`src/rtl/mvm_pkg.sv`:
```
// Shared constants and types for the matrix-vector multiplier output path.
package mvm_pkg;

  localparam int unsigned MAT_SCALE    = 12;
  localparam int unsigned INPUT_WIDTH  = 8;
  localparam int unsigned OUTPUT_WIDTH = 2 * INPUT_WIDTH;

  typedef logic signed [OUTPUT_WIDTH-1:0] word_t;
  typedef logic [$clog2(MAT_SCALE)-1:0]  idx_t;

  typedef enum logic [1:0] {
    IDLE,
    CAPTURE,
    DROP
  } cap_state_t;

endpackage

```
`src/rtl/mvm_out_bank.sv`:
```
// One result-vector bank: Depth-word register array, one write port, one read port, full flag.
module mvm_out_bank
  import mvm_pkg::*;
#(
  parameter int unsigned Depth     = mvm_pkg::MAT_SCALE,
  parameter int unsigned Width     = mvm_pkg::OUTPUT_WIDTH,
  parameter int unsigned AddrWidth = $clog2(Depth)
) (
  input  logic                    clk,
  input  logic                    reset,
  input  logic                    wr_en,
  input  logic [AddrWidth-1:0]    wr_addr,
  input  logic signed [Width-1:0] wr_data,
  input  logic [AddrWidth-1:0]    rd_addr,
  output logic signed [Width-1:0] rd_data,
  input  logic                    set_full,
  input  logic                    clr_full,
  output logic                    full
);

  logic signed [Width-1:0] mem_q [Depth];
  logic                    full_q;

  // Contents need no reset: the full flag gates every read.
  always_ff @(posedge clk) begin
    if (wr_en) begin
      mem_q[wr_addr] <= wr_data;
    end
  end

  always_ff @(posedge clk or posedge reset) begin
    if (reset) begin
      full_q <= 1'b0;
    end else if (set_full) begin
      full_q <= 1'b1;
    end else if (clr_full) begin
      full_q <= 1'b0;
    end
  end

  assign rd_data = mem_q[rd_addr];
  assign full    = full_q;

endmodule

```
`src/rtl/mvm_out_buffer.sv`:
```
// Ping-pong buffer that captures MVM result bursts and replays them on a valid/ready stream.
// Define MVM_OUT_RELU_EN to store negative words as zero.
module mvm_out_buffer
  import mvm_pkg::*;
#(
  parameter int unsigned MAT_SCALE    = mvm_pkg::MAT_SCALE,
  parameter int unsigned OUTPUT_WIDTH = mvm_pkg::OUTPUT_WIDTH,
  parameter int unsigned IDX_WIDTH    = $clog2(MAT_SCALE)
) (
  input  logic                           clk,
  input  logic                           reset,
  input  logic                           mvm_done,
  input  logic signed [OUTPUT_WIDTH-1:0] mvm_data,
  output logic                           out_valid,
  input  logic                           out_ready,
  output logic signed [OUTPUT_WIDTH-1:0] out_data,
  output logic [IDX_WIDTH-1:0]           out_index,
  output logic                           out_last,
  output logic                           busy,
  output logic                           overflow
);

  typedef logic [IDX_WIDTH-1:0] ptr_t;
  localparam ptr_t LastIdx = ptr_t'(MAT_SCALE - 1);

  cap_state_t state_q, state_d;
  ptr_t       wptr_q, wptr_d, rptr_q, rptr_d;
  logic       wr_bank_q, wr_bank_d, rd_bank_q, rd_bank_d;
  logic       overflow_q, overflow_d;

  logic [1:0]                    full, wr_en, set_full, clr_full;
  logic signed [OUTPUT_WIDTH-1:0] rd_data [2];
  logic signed [OUTPUT_WIDTH-1:0] wr_data;

  always_comb begin
    wr_data = mvm_data;
`ifdef MVM_OUT_RELU_EN
    if (mvm_data[OUTPUT_WIDTH-1]) begin
      wr_data = '0;
    end
`endif
  end

  for (genvar b = 0; b < 2; b++) begin : g_bank
    mvm_out_bank #(
      .Depth    (MAT_SCALE),
      .Width    (OUTPUT_WIDTH),
      .AddrWidth(IDX_WIDTH)
    ) u_bank (
      .clk     (clk),
      .reset   (reset),
      .wr_en   (wr_en[b]),
      .wr_addr (wptr_q),
      .wr_data (wr_data),
      .rd_addr (rptr_q),
      .rd_data (rd_data[b]),
      .set_full(set_full[b]),
      .clr_full(clr_full[b]),
      .full    (full[b])
    );
  end

  always_comb begin
    state_d    = state_q;
    wptr_d     = wptr_q;
    rptr_d     = rptr_q;
    wr_bank_d  = wr_bank_q;
    rd_bank_d  = rd_bank_q;
    overflow_d = overflow_q;
    wr_en      = '0;
    set_full   = '0;
    clr_full   = '0;

    case (state_q)
      IDLE: begin
        if (mvm_done) begin
          if (full[wr_bank_q]) begin
            state_d    = DROP;
            overflow_d = 1'b1;
          end else begin
            state_d = CAPTURE;
          end
        end
      end
      CAPTURE: begin
        wr_en[wr_bank_q] = 1'b1;
        if (wptr_q == LastIdx) begin
          set_full[wr_bank_q] = 1'b1;
          wr_bank_d           = ~wr_bank_q;
          wptr_d              = '0;
          state_d             = IDLE;
        end else begin
          wptr_d = wptr_q + 1'b1;
        end
      end
      DROP: begin
        // wptr doubles as the drop counter; the write bank is full so nothing is stored.
        if (wptr_q == LastIdx) begin
          wptr_d  = '0;
          state_d = IDLE;
        end else begin
          wptr_d = wptr_q + 1'b1;
        end
      end
      default: state_d = IDLE;
    endcase

    out_valid = full[rd_bank_q];
    if (out_valid && out_ready) begin
      if (rptr_q == LastIdx) begin
        clr_full[rd_bank_q] = 1'b1;
        rd_bank_d           = ~rd_bank_q;
        rptr_d              = '0;
      end else begin
        rptr_d = rptr_q + 1'b1;
      end
    end

    out_data  = out_valid ? rd_data[rd_bank_q] : '0;
    out_index = rptr_q;
    out_last  = out_valid && (rptr_q == LastIdx);
    busy      = (state_q == CAPTURE) || (|full);
    overflow  = overflow_q;
  end

  always_ff @(posedge clk or posedge reset) begin
    if (reset) begin
      state_q    <= IDLE;
      wptr_q     <= '0;
      rptr_q     <= '0;
      wr_bank_q  <= 1'b0;
      rd_bank_q  <= 1'b0;
      overflow_q <= 1'b0;
    end else begin
      state_q    <= state_d;
      wptr_q     <= wptr_d;
      rptr_q     <= rptr_d;
      wr_bank_q  <= wr_bank_d;
      rd_bank_q  <= rd_bank_d;
      overflow_q <= overflow_d;
    end
  end

endmodule
```
`config.mk`:
```
export PLATFORM = sky130hd
export DESIGN_NAME = mvm_out_buffer
export DESIGN_NICKNAME = d
export VERILOG_FILES = /design/src/rtl/mvm_pkg.sv /design/src/rtl/mvm_out_bank.sv /design/src/rtl/mvm_out_buffer.sv
export SDC_FILE = /design/constraint.sdc
export NUM_CORES = 1
export LEC_CHECK = 0
export BUFFER_PORTS_ARGS = -buffer_cell sky130_fd_sc_hd__buf_4
export CORE_MARGIN = 5
export CORE_UTILIZATION = 53
export CTS_CLUSTER_SIZE = 8
export DETAILED_ROUTE_END_ITERATION = 8
export PLACE_DENSITY_LB_ADDON = 0.08
export SETUP_SLACK_MARGIN = 0.5
export SYNTH_ARGS = -nofsm -noshare
export SYNTH_HDL_FRONTEND = slang
export SYNTH_HIERARCHICAL = 1
export SYNTH_SLANG_ARGS = --single-unit
```
`constraint.sdc`:
```
create_clock -name clk -period 4.8 [get_ports clk]
set_input_delay 0.24 -clock clk [delete_from_list [all_inputs] [get_ports clk]]
set_output_delay 0.24 -clock clk [all_outputs]
set_load 0.02 [all_outputs]
```
==> impl_results.md <==
- Status: finished, final reports clean
- Filler cell count in the final layout: 1989
- Setup TNS Final: 0 ns
- Layout Nets: 887
- Share of post-route cells with drive strength above 1: 23.08%
- CTS tree: done
- Initial core utilization: around 54%
- Post-CTS sizing: 0
- Main synth FF type: edfxtp_1
- Syn_area_per_cell: 20.34 um2
- Ports: 44
- DRC: 0
- Clk sinks: 399
- Gr ovfl total: 0
- Avg WL per Cell: 26.32 um
- Tot Pwr: 9.727 mW
- Max Fclk: 263.2 MHz
- Dpl cells: 1188
- Yosys top cell area share: between 70% and 80%
- DP HPWL: 19250 um
- Synth Register Bits: 399
- Leakage power: 5.906 nW
- Clk_skew: 0.01549 ns
- Core ar.: roughly 0.029 mm2
- Async set-reset flop share out of synthesis: under 10%
- # setup viols final: 0
- Placer Congestion: 0.7645
- CP startpoint kind: flip-flop
- Pre-antenna DRT Iters: 5
- Largest net degree at the start of global routing: 46
- Minimum clock period: 3.800 ns
- Synthesized cell area: between 0.015 and 0.02 mm2
- Antenna violations before repair: 0
- Root Driver: clkbuf_16
- Max_cap viols: 0
- Final hold vios: 0
- Area growth from synthesis to layout: 15.06%
- EDFF count, synth: about 380
- Final wirelength: 33370 um
- WP data arrival: 3.56 ns
- Least-Margin Pin Slew: about 1.1 ns
- Final worst slack: around 1.0 ns
- First-pass GRT wire length: 50840 um
- Netlist cell types: 42
- Sequential area share after synthesis: 76.12%
- Most common cell in the netlist: edfxtp_1
- Die area: 0.03305 mm2
- Row count: 62
- CP max FO: 45
- Initial DRC Count: about 660
- Setup Crit Path Kind: flip-flop to output port
- Worst Path Required: approximately 4.6 ns
- Fin cells: 1268
- Synth area leader: edfxtp_1
- Endpoint type of the worst setup path: output port
- Via/cell ratio: 6.081
- CTS clk-pin slew, worst paths: 0.05 ns
- Die W: 181.8 um
- Worst VDD drop: roughly 0.42 mV
- Pins Over Slew Limit: 0
- Antenna cells: 0
- Via count: between 7000 and 8000
- Synth cell count leaders: edfxtp_1 (384), mux2i_1 (80), mux4_2 (58)
- RSZ-0062 raised after global routing: no
- Vias in the first global route: 8284
- Yosys warns: 6
- Total GRT Usage: roughly a fifth
- PwrDens: 540.4 mW/mm2
- Antenna viol nets, final: 0
- Hold Crit Class: input port to flip-flop
- Top cells by area, synth: edfxtp_1 (74%), mux4_2 (8.4%), mux2i_1 (5.1%)
- H-tree Lvls: 2
- Clock Path Buffers: 3
- Setup bufs post-CTS: 0
- Clk_lat worst skew: 0.54 ns
- Synth Net Count: 793
- TritonCTS buffer count: 55
- IO Port Bufs: 43
- Period utilization: 79.17%
- Max transition margin: 28.33%
- Util after Layout: 62.20%
- Pre-CTS WS: between 1 and 1.5 ns
- Die Y: 181.8 um
- Cells after Synth: slightly below 800
[worst paths after layout]
| check | start | endpoint | slack [ns] | depth (start not counted) |
|---|---|---|---|---|
| setup / recovery | out_index[0] | out_data[4] | 1.0 | 7 |
| max in group asynchronous | reset | out_index[0] | 4.09 | 3 |
| setup reg to reg | out_index[0] | g_bank[1].u_bank/full | 2.21 | 7 |
| min in group asynchronous | reset | g_bank[0].u_bank/full | 0.10 | 3 |
| hold / removal | out_ready | out_index[2] | 0.06 | 3 |
| hold reg to reg | overflow | overflow | 0.49 | 1 |
[layer usage]
layer / vias up / GRT usage, % / part of all wire, % / routed length, um
met2: 276 / 33.45 / 50 / 16600
met5: - / 0 / 0 / 0
met3: 44 / 4.422 / 7.1 / 2369
met4: 0 / 4.173 / 1.3 / 432
li1: 3379 / - / - / -
met1: 4012 / 28.79 / 42 / 13970
[power breakdown]
group / leakage [nW] / switching (mW) / internal [mW]
Sequential: 3.64 / 0.257 / 4.02
Combinational: 1.56 / 1.17 / 0.955
Clock: 0.708 / 1.27 / 2.06
Total: 5.91 / 2.70 / 7.03
[stage by stage]
step                      instance area, um2  hold slack [ns]
after CTS                              18000          0.03022
after floorplan                        15640         -0.03129
final                                  18000          0.05806
after global placement                 16510          0.09703
after detailed placement               16510           0.1019
after global routing                   18000          0.05111
[area by class of cell]
cell class	instances	area [um2]	share of cell area, %
clock buffer	77	1459	8.106
clock inverter	1	8.758	0.04866
inverter	10	40.04	0.2225
multi-input combinational	324	3521	19.56
sequential	399	11910	66.18
tap	384	480.5	2.669
timing repair buffer	73	578.1	3.212
[cell families after synthesis]
logic type | count (synthesis) | share of synthesized area [%]
simple gates | 90 | 2.800
compound gates | 77 | 3.887
mux | 151 | 15.05
buf+inv | 46 | 1.712
flops | 399 | 76.12
fa+ha+maj | 4 | 0.3200
xor+xnor | 2 | 0.1120
[state kept, by name, summed over array words and instances, names as in the netlist]
| signal | count |
|---|---|
| g_bank.u_bank/full | 2 |
| g_bank.u_bank/mem_q | 384 |
| out_index | 4 |
| overflow | 1 |
| rd_bank_q | 1 |
| state_q | 2 |
| wptr_q | 4 |
| wr_bank_q | 1 |
[placed cells by master (no fill, tap or decap), drive strengths merged, types with 8 or more instances in the layout]
| cell type | n |
|---|---|
| mux2i | 81 |
| nand2b | 8 |
| inv | 11 |
| o221ai | 32 |
| a22oi | 32 |
| dfrtp | 15 |
| mux4 | 64 |
| nor2 | 40 |
| edfxtp | 384 |
| nand2 | 10 |
| buf | 71 |
| clkbuf | 77 |
[worst max-delay path, cell delays in order (launching register included)]
cell and delay (ns):
dfrtp_4 0.98, buf_12 0.37, mux4_2 0.56, a22oi_1 0.26, o221ai_1 0.22, mux2i_1 0.30
nor2_1 0.07, buf_4 0.19
[repair_timing]
item	CTS	global route
endpoints found under the hold margin	17	0
hold buffers	2	0
setup endpoints to repair	0	0
Power figures use the tool's default switching activity.
